===== src/rtl/branch_resolve_ctrl.sv =====
// Branch resolution controller: accepts one decoded branch, waits for the comparator flags,
// then either retires it or redirects fetch and flushes the front end for FLUSH_CYCLES cycles.
module branch_resolve_ctrl #(
    parameter int unsigned FLUSH_CYCLES = 2,
    parameter int unsigned CNT_W        = 16
) (
    input  logic             clk,
    input  logic             rst_n,
    input  logic             br_valid,
    output logic             br_ready,
    input  logic [2:0]       funct_3,
    input  logic [31:0]      pc_in,
    input  logic [31:0]      imm_in,
    input  logic             cmp_valid,
    input  logic             more,
    input  logic             even,
    input  logic             less,
    output logic [31:0]      pc_next,
    output logic             pc_load,
    output logic             flush,
    output logic             stall,
    output logic             illegal,
    output logic [CNT_W-1:0] branch_cnt,
    output logic [CNT_W-1:0] taken_cnt
);

    typedef enum logic [1:0] {IDLE, WAIT_CMP, REDIRECT, FLUSH} state_t;

    localparam logic [3:0] FLUSH_LOAD = 4'(FLUSH_CYCLES - 1);

    state_t            state_q, state_d;
    logic [2:0]        funct_3_q, funct_3_d;
    logic [31:0]       pc_q, pc_d;
    logic [31:0]       imm_q, imm_d;
    logic [31:0]       pc_next_q, pc_next_d;
    logic              pc_load_q, pc_load_d;
    logic              flush_q, flush_d;
    logic              illegal_q, illegal_d;
    logic [CNT_W-1:0]  branch_cnt_q, branch_cnt_d;
    logic [CNT_W-1:0]  taken_cnt_q, taken_cnt_d;
    logic [3:0]        flush_cnt_q, flush_cnt_d;

    logic [1:0]        flag_sum;
    logic              flags_onehot;
    logic              f3_illegal;
    logic              cond_true;

    always_comb begin
        flag_sum     = {1'b0, more} + {1'b0, even} + {1'b0, less};
        flags_onehot = (flag_sum == 2'd1);
        f3_illegal   = (funct_3_q[2:1] == 2'b01);

        case (funct_3_q)
            3'b000:          cond_true = even;
            3'b001:          cond_true = ~even;
            3'b100, 3'b110:  cond_true = less;
            3'b101, 3'b111:  cond_true = more | even;
            default:         cond_true = 1'b0;
        endcase

        state_d      = state_q;
        funct_3_d    = funct_3_q;
        pc_d         = pc_q;
        imm_d        = imm_q;
        pc_next_d    = pc_next_q;
        illegal_d    = 1'b0;
        branch_cnt_d = branch_cnt_q;
        taken_cnt_d  = taken_cnt_q;
        flush_cnt_d  = flush_cnt_q;

        case (state_q)
            IDLE: begin
                if (br_valid) begin
                    funct_3_d = funct_3;
                    pc_d      = pc_in;
                    imm_d     = imm_in;
                    state_d   = WAIT_CMP;
                end
            end
            WAIT_CMP: begin
                if (cmp_valid) begin
                    branch_cnt_d = branch_cnt_q + CNT_W'(1);
                    // Bad flags or a reserved condition code both resolve as not taken
                    illegal_d    = f3_illegal | ~flags_onehot;
                    if (cond_true && flags_onehot && !f3_illegal) begin
                        taken_cnt_d = taken_cnt_q + CNT_W'(1);
                        pc_next_d   = pc_q + imm_q;
                        state_d     = REDIRECT;
                    end else begin
                        state_d = IDLE;
                    end
                end
            end
            REDIRECT: begin
                if (FLUSH_LOAD == 4'd0) begin
                    state_d = IDLE;
                end else begin
                    flush_cnt_d = FLUSH_LOAD;
                    state_d     = FLUSH;
                end
            end
            FLUSH: begin
                flush_cnt_d = flush_cnt_q - 4'd1;
                if (flush_cnt_q <= 4'd1) begin
                    state_d = IDLE;
                end
            end
            default: state_d = IDLE;
        endcase

        pc_load_d = (state_d == REDIRECT);
        flush_d   = (state_d == REDIRECT) || (state_d == FLUSH);
    end

    always_ff @(posedge clk) begin
        if (!rst_n) begin
            state_q      <= IDLE;
            pc_next_q    <= '0;
            pc_load_q    <= 1'b0;
            flush_q      <= 1'b0;
            illegal_q    <= 1'b0;
            branch_cnt_q <= '0;
            taken_cnt_q  <= '0;
            flush_cnt_q  <= '0;
        end else begin
            state_q      <= state_d;
            pc_next_q    <= pc_next_d;
            pc_load_q    <= pc_load_d;
            flush_q      <= flush_d;
            illegal_q    <= illegal_d;
            branch_cnt_q <= branch_cnt_d;
            taken_cnt_q  <= taken_cnt_d;
            flush_cnt_q  <= flush_cnt_d;
        end
        funct_3_q <= funct_3_d;
        pc_q      <= pc_d;
        imm_q     <= imm_d;
    end

    assign br_ready   = (state_q == IDLE);
    assign stall      = (state_q == WAIT_CMP) || (state_q == REDIRECT);
    assign pc_next    = pc_next_q;
    assign pc_load    = pc_load_q;
    assign flush      = flush_q;
    assign illegal    = illegal_q;
    assign branch_cnt = branch_cnt_q;
    assign taken_cnt  = taken_cnt_q;

endmodule


===== config.mk =====
export PLATFORM = sky130hd
export DESIGN_NAME = branch_resolve_ctrl
export DESIGN_NICKNAME = d
export VERILOG_FILES = /design/src/rtl/branch_resolve_ctrl.sv
export SDC_FILE = /design/constraint.sdc
export NUM_CORES = 1
export LEC_CHECK = 0
export BUFFER_PORTS_ARGS = -buffer_cell sky130_fd_sc_hd__buf_2
export CAP_MARGIN = 15
export CORE_MARGIN = 10
export CORE_UTILIZATION = 55
export DETAILED_ROUTE_END_ITERATION = 8
export PLACE_DENSITY = 0.78
export SLEW_MARGIN = 25
export SYNTH_ARGS = -nofsm -noshare
export SYNTH_HDL_FRONTEND = slang
export SYNTH_SLANG_ARGS = --single-unit

===== constraint.sdc =====
create_clock -name clk -period 3.76 [get_ports clk]
set_input_delay 0.376 -clock clk [delete_from_list [all_inputs] [get_ports clk]]
set_output_delay 0.376 -clock clk [all_outputs]
set_load 0.02 [all_outputs]

After elaboration in Yosys (flattened, before gate mapping). Index checks and enable logic that the tools add are counted.

Output and inout port bits: 69. Register bits after elaboration: 140. Input port bits: 74. Word-level logic and storage cells: 55.

Bitwise operators: 4. Mux-type cells: 7. Add/subtract/negate cells: 6. Equal/unequal tests: 12. Magnitude comparators: 1. Reduce and logical (&&, ||, !) cells: 14.

Operator list (count): $add 16x1->16 const B (2); $add 32x32->32 (1); $eq 3x3->1 const B (4); $eq 2x2->1 const B (4); $mux 2 (4); $pmux 2 s4 (1); $pmux 4 s2 (1); $eq 2x1->1 const B (3); $reduce_and 3->1 (2); $le 4x1->1 const B (1); $pmux 1 s4 (1); $reduce_and 2->1 (2); $reduce_or 2->1 (2); $sub 4x1->4 const B (1); $eq 3x1->1 const B (1); $logic_not 3->1 (1); $add 1x1->2 (1); $add 2x1->2 (1); $logic_and 1x1->1 (2); $logic_not 2->1 (1); $logic_or 1x1->1 (2); $not 1->1 (2); $or 1x1->1 (2); $reduce_bool 2->1 (1); $logic_not 1->1 (1).

Longest topological paths before layout. Gate-level depths: netlist (run 1).

Depth after elaboration: 10. Depth in mapped cells: 10. Gate-level depth less buffers: 10.

Worst setup path after synthesis (run 1). OpenSTA, ideal clock, no wires.

Path kind: register -> register. Start point: register state_q[0]. End point: register funct_3_q[0] (enable). Stages on the path, launching flop included: 4. Data required time: 3328 ps. Buffers on the path: 0. Setup time: 432 ps. Arrival: 2389 ps. Setup slack: 939 ps. Clock period less this slack: 2821 ps. Cells stage by stage: dfxtp_1 > inv_1 > ha_1 > and2_1.

Cells in the longest elaborated chain, start to end: 2.

Ends and longest elaborated chain: start: declaration (RTL line 31) `state_t state_q, state_d;`; start signal: assignment (RTL line 126) `state_q <= state_d;`; $logic_not 2->1; net br_ready (RTL line 10) `output logic br_ready,`; $reduce_and 2->1 (no source line); end signal: assignment (RTL line 135) `funct_3_q <= funct_3_d;`; end: declaration (RTL line 32) `logic [2:0] funct_3_q, funct_3_d;`.

The timed path passes the listed nets, and every way through them passes these cells. A chain may end at the register's enable or synchronous reset.

Worst setup path in the final report (run 1).
Start point: register pc_q[0]. End point: register pc_next_q[28] (netlist: pc_next[28]).

Cells in the longest elaborated chain, start to end: 1.

Ends and longest elaborated chain: start: declaration (RTL line 33) `logic [31:0] pc_q, pc_d;`; start signal: assignment (RTL line 136) `pc_q <= pc_d;`; $add 32x32->32 (RTL line 87) `pc_next_d = pc_q + imm_q;`; end signal: assignment (RTL line 127) `pc_next_q <= pc_next_d;`; end: declaration (RTL line 35) `logic [31:0] pc_next_q, pc_next_d;`.

No other way between the ends.

==> impl_metrics.env, run 1 <==
export IMPL_path_cells="ha_1 > inv_1 > fa_1 > nor2b_1 > o2111ai_1 > a21oi_1 > o2111ai_1 > a31oi_1 > o21ai_0 > a32o_1"
export IMPL_pin_count=143
export IMPL_leakagePower_uw=0.003492
export IMPL_antenna_left=0
export IMPL_vias=5700
export IMPL_antenna_found_initial=0
export IMPL_maxSlewViolCount=0
export IMPL_synth_edf_count=67
export IMPL_grt_setup_unrepaired="false"
export IMPL_fin_cells=1010
export IMPL_crit_type="flop to flop"
export IMPL_finalSetupViolCount=0
export IMPL_numClockSinks=140
export IMPL_cts_buffers=17
export IMPL_post_cts_setup_buffers=0
export IMPL_netlist_area_mm2=0.006813
export IMPL_syn_area_per_cell_um2=9.975
export IMPL_die_width_um=131.3
export IMPL_antennaDiodeCount=0
export IMPL_synth_seq_cells=140
export IMPL_synthesis_instances=683
export IMPL_hold_viol=0
export IMPL_async_flop_share_pct=0
export IMPL_cts_max_level=4
export IMPL_dr_pass1_iters=5
export IMPL_fillerInstances=960
export IMPL_vias_per_cell=5.644
export IMPL_fp_row_count=40
export IMPL_core_area_mm2=0.01206
export IMPL_drt_wl_total_um=17290
export IMPL_drtIter0Drc=360
export IMPL_setup_tns_ns=0
export IMPL_cts_hold_buf=0
export IMPL_initial_core_util_pct=56.48
export IMPL_cpPeakStageDelay_ns=0.39
export IMPL_clock_latency_ns=0.42
export IMPL_fin_area_mm2=0.008279
export IMPL_critPathLaunchType="flop"
export IMPL_timing_slew_headroom_pct=49.82
export IMPL_outcome="completed"
export IMPL_fmax_ghz=0.3590
export IMPL_grt_total_usage_pct=20.37
export IMPL_worst_path_buf_inv=1
export IMPL_tritoncts="built"
export IMPL_ir_drop_mv=0.4717
export IMPL_cts_root_buf="clkbuf_16"
export IMPL_cts_resized=0
export IMPL_final_nets=944
export IMPL_finalCritPeriodShare_pct=74.07
export IMPL_top_layer_used="met4"
export IMPL_place_congestion=0.9020
export IMPL_synthesis_nets=798
export IMPL_drive_gt1_share_pct=22.45
export IMPL_fin_crit_ns=2.785
export IMPL_ys_seq_area_share_pct=50.98
export IMPL_die_h_um=131.3
export IMPL_critPathSlowestCell="a21oi_1"
export IMPL_overflow=0
export IMPL_p_per_area_mw_per_mm2=658.6
export IMPL_synth_distinct_cells=59
export IMPL_grt_max_degree=48
export IMPL_layout_common_cells="buf_2 (142), dfxtp_1 (73), nor2_1 (71)"
export IMPL_crit_family="compound AO/OA/AOI/OAI gates"
export IMPL_place_hpwl_um=13330
export IMPL_finClkSkew_ns=0.008911
export IMPL_placed_area_mm2=0.007711
export IMPL_clk_path_buf_depth=2
export IMPL_wl_per_cell_um=17.12
export IMPL_wl_met3_um=910
export IMPL_grt_pass1_wl_um=29030
export IMPL_synth_flop_cell="dfxtp_1"
export IMPL_placed_cells=978
export IMPL_io_buffers=142
export IMPL_final_common_cell="buf_2"
export IMPL_hold_path_class="input pin to flop"
export IMPL_clkTransAtPathRegs_ns=0.06
export IMPL_wl_met1_um=7589
export IMPL_dieArea_mm2=0.01724
export IMPL_wl_met2_um=8515
export IMPL_endpoint_kind="flop"
export IMPL_total_power_uw=5453
export IMPL_grt_pass1_vias=5876
export IMPL_worst_path_most_repeated_cell="o2111ai_1"
export IMPL_drcViolationCount=0
export IMPL_required_ns=4.07
export IMPL_critPathMaxFanout=5
export IMPL_drv_cap=0
export IMPL_synthToLayoutAreaGrowth_pct=21.52
export IMPL_yosysWarnings=0
export IMPL_arrival_ns=3.10
export IMPL_worst_pin_slew_ns=0.7337
==> path summary, 6_finish.rpt <==
check / to / depth (start not counted) / start / slack [ns]
worst min register to register: pc_next[8] / 2 / pc_next[8] / 0.45
worst max-delay path: pc_next[28] / 10 / pc_q[0] / 0.97
worst min-delay path: imm_q[20] / 1 / imm_in[20] / 0.13
worst max register to register: pc_next[28] / 10 / pc_q[0] / 0.97
==> worst reg2reg max path, cell delays in order (launching register included) <==
cell	delay (ns)
edfxtp_1	0.35
ha_1	0.17
inv_1	0.06
fa_1	0.38
nor2b_1	0.24
o2111ai_1	0.24
a21oi_1	0.39
o2111ai_1	0.23
a31oi_1	0.25
o21ai_0	0.10
a32o_1	0.26
==> report_power, final <==
group / switching (uW) / internal (uW) / total, uW
logic: 1180 / 697 / 1880
clock network: 604 / 996 / 1600
registers: 99.5 / 1870 / 1970
==> layout make-up <==
type,count,area (um^2),area share (%)
tap,168,210.2,2.539
multi-input combinational,501,3189,38.52
inverter,20,75.07,0.9068
sequential,140,3473,41.95
clock inverter,7,61.31,0.7405
timing repair buffer,149,763.2,9.219
clock buffer,25,506.7,6.121
==> registers in the layout (all words and copies together), names as in the netlist <==
name / cells
pc_q: 32
flush: 1
funct_3_q: 3
pc_load: 1
illegal: 1
state_q: 2
taken_cnt: 16
branch_cnt: 16
pc_next: 32
flush_cnt_q: 4
imm_q: 32
==> cell families after synthesis <==
kind of cell,Yosys count,share of synthesized area [%]
adders and majority gates,41,7.750
muxes,3,0.4591
buffers and inverters,42,2.351
and+or+nand+nor,257,18.04
xor gates and xnor gates,38,4.885
AOI/OAI and AO/OA,162,15.54
DFF,140,50.98
==> through the flow <==
| step | util (%) | setup slack [ns] | hold slack [ns] |
|---|---|---|---|
| 2_1_floorplan | - | 0.9393 | 0.4749 |
| 3_3_place_gp | 63.93 | 1.055 | 0.4451 |
| 3_5_place_dp | 63.93 | 0.9859 | 0.4458 |
| 4_1_cts | 68.64 | 0.9672 | 0.1100 |
| 5_1_grt | 68.64 | 0.7051 | 0.1082 |
| 6_report | 68.64 | 0.9749 | 0.1264 |
==> Yosys cell counts, drive strengths merged (2+ instances only) <==
library cell	count	area (um^2)
a22oi	2	15.01
a311o	2	20.02
clkbuf	18	67.56
a211o	2	17.52
o2111ai	4	35.03
o211ai	8	60.06
dfxtp	73	1461
o21ai	32	163.9
nand3b	8	60.06
inv	20	75.07
nor3	16	80.08
mux2i	2	20.02
or2	3	18.77
nand3	35	175.2
fa	2	40.04
buf	4	17.52
a211oi	8	60.06
and3	11	68.82
o31ai	4	30.03
nand2b	4	25.02
or4	2	15.01
nor4	2	18.77
nor2	71	266.5
and4	2	17.52
o22ai	2	12.51
nand2	67	251.5
xor2	25	219.0
o21bai	5	37.54
a2111oi	3	26.28
ha	39	488.0
or3	11	70.07
o311ai	2	17.52
a32o	3	30.03
a21oi	54	270.3
nand4	12	75.07
a21o	15	112.6
a21boi	2	15.01
edfxtp	67	2012
xnor2	13	113.9
o21a	5	37.54
a31oi	2	12.51
and2	7	43.80
nor2b	4	25.02
==> routing by layer <==
metal / global-route usage, % / vias up
met5: 0 / -
met4: 7.540 / 0
met3: 5.602 / 22
met2: 33.45 / 168
met1: 25.02 / 2719
li1: - / 2791
No activity file was read; power rests on OpenSTA's default activity.
==> inputs of run 2 (changes only) <==
- CORE_UTILIZATION: 55 -> 50
- PLACE_DENSITY: 0.78 -> 0.75
- clock period: 3.76 -> 2.3 ns (I/O delays scaled with it)
==> impl_metrics.env, run 2 (synthesis gave the netlist of run 1 again) <==
export IMPL_fin_area_mm2=0.009938
export IMPL_maxSlewViolCount=0
export IMPL_fin_crit_ns=2.430
export IMPL_worst_pin_slew_ns=0.4159
export IMPL_required_ns=2.61
export IMPL_placed_cells=1058
export IMPL_cts_max_level=4
export IMPL_finClkSkew_ns=0.006258
export IMPL_drt_wl_total_um=20880
export IMPL_cts_root_buf="clkbuf_16"
export IMPL_grt_total_usage_pct=22.45
export IMPL_violations="setup timing"
export IMPL_finalCritPeriodShare_pct=105.7
export IMPL_antenna_found_initial=1
export IMPL_leakagePower_uw=0.004232
export IMPL_critPathSlowestCell="edfxtp_1"
export IMPL_drv_cap=0
export IMPL_fmax_ghz=0.4115
export IMPL_initial_core_util_pct=51.24
export IMPL_dr_pass1_iters=5
export IMPL_p_comb_share_pct=41.1
export IMPL_dieArea_mm2=0.01870
export IMPL_grt_pass1_wl_um=33270
export IMPL_sequentialPowerShare_pct=31.0
export IMPL_p_per_area_mw_per_mm2=1058
export IMPL_clkTransAtPathRegs_ns=0.06
export IMPL_place_congestion=0.8820
export IMPL_place_hpwl_um=14200
export IMPL_p_int_uw=6915
export IMPL_timing_final_ws_setup_ns=-0.1302
export IMPL_timing_critical_path_from="imm_q[4]"
export IMPL_core_area_mm2=0.01330
export IMPL_timing_slew_headroom_pct=72.06
export IMPL_die_h_um=136.7
export IMPL_io_buffers=142
export IMPL_netSwitchingFraction_pct=34.24
export IMPL_clk_path_buf_depth=2
export IMPL_path_cells="ha_4 > a21o_1 > a31o_4 > o211a_4 > o221a_4 > o21ba_1 > or3_1 > a32o_1"
export IMPL_r2r_start="imm_q[4]"
export IMPL_outcome="finished with violations"
export IMPL_endpoint_kind="flop"
export IMPL_cts_buffers=17
export IMPL_hold_viol=0
export IMPL_final_common_cell="buf_2"
export IMPL_tritoncts="built"
export IMPL_drcViolationCount=0
export IMPL_numClockSinks=140
export IMPL_fp_row_count=42
export IMPL_arrival_ns=2.74
export IMPL_pin_count=143
export IMPL_fin_cells=1166
export IMPL_r2r_slack_ns=-0.13
export IMPL_clock_latency_ns=0.42
export IMPL_overflow=0
export IMPL_min_delay_start="br_valid"
export IMPL_drtIter0Drc=418
export IMPL_grt_max_degree=68
export IMPL_critPathLaunchType="flop"
export IMPL_layout_common_cells="buf_2 (142), buf_4 (84), dfxtp_1 (73)"
export IMPL_wl_per_cell_um=17.91
export IMPL_cpPeakStageDelay_ns=0.42
export IMPL_drive_gt1_share_pct=31.75
export IMPL_clkPwrFrac_pct=27.9
export IMPL_final_nets=1091
export IMPL_finalSetupViolCount=11
export IMPL_vias=6442
export IMPL_placed_area_mm2=0.008294
export IMPL_vias_per_cell=5.525
export IMPL_die_width_um=136.7
export IMPL_switchingPower_uw=3601
export IMPL_antenna_left=0
export IMPL_critPathMaxFanout=4
export IMPL_hold_path_class="input pin to flop"
export IMPL_ir_drop_mv=0.8496
export IMPL_grt_setup_unrepaired="true"
export IMPL_synthToLayoutAreaGrowth_pct=45.88
export IMPL_fillerInstances=911
export IMPL_grt_pass1_vias=6635
export IMPL_crit_type="flop to flop"
## run 2: cell type report
class | instances | area [um^2] | area share [%]
clock buffer | 25 | 549.3 | 5.527
sequential | 140 | 3473 | 34.95
clock inverter | 7 | 93.84 | 0.9442
multi-input combinational | 501 | 3466 | 34.87
tap | 176 | 220.2 | 2.216
timing repair buffer | 296 | 2058 | 20.71
antenna | 1 | 2.502 | 0.02518
inverter | 20 | 75.07 | 0.7554
## run 2: path summary, 6_finish.rpt
path / depth (start not counted) / to
worst max-delay path: 8 / pc_next[23]
worst min-delay path: 4 / flush
worst max register to register: 8 / pc_next[23]
worst min register to register: 2 / pc_next[8]
## run 2: metal layers
metal	vias up	track usage, %	part of all wire, %
met5	-	0	0
met4	0	9.112	2.5
met3	46	5.169	6.7
met2	255	39.58	51
met1	3057	25.63	40
li1	3084	-	-
## run 2: worst max-delay path: cells and delay by family (launching register included)
kind                     cells  cell delay (ns)
flip-flops                   1             0.42
AND/OR/NAND/NOR              1             0.30
AO/OA/AOI/OAI                6             1.31
adder cells (fa/ha/maj)      1             0.28
## run 2: per-stage QoR
step | setup TNS, ns | setup WS, ns | util (%) | hold slack, ns | total power (uW)
after floorplan | -0.02517 | -0.02517 | - | 0.3289 | 5475
after CTS | -0.3037 | -0.1145 | 73.17 | 0.2143 | 10170
final | -0.6514 | -0.1302 | 74.75 | 0.2271 | 10520
after detailed placement | -2.469 | -0.2232 | 62.38 | 0.4081 | 6992
after global placement | -0.9742 | -0.1733 | 62.38 | 0.4060 | 6885
after global routing | -2.313 | -0.2578 | 74.75 | 0.2704 | 11070
## run 2: power groups by stage
stage          Combinational [uW]  Sequential (uW)  Clock, uW
6_report                     4320             3260       2930
5_1_grt                      4700             3290       3080
4_1_cts                      4000             3230       2950
3_5_place_dp                 3720             3280          0
3_3_place_gp                 3630             3250          0
2_1_floorplan                2190             3280          0
## run 2: what timing repair did
item / in CTS / in global routing
resized for setup: 21 / 38
buffers inserted: 5 / 6
hold buffers: 67 / 0
setup endpoints to repair: 17 / 29
endpoints found under the hold margin: 67 / 0
cloned: 0 / 0
pin swaps: 15 / 24
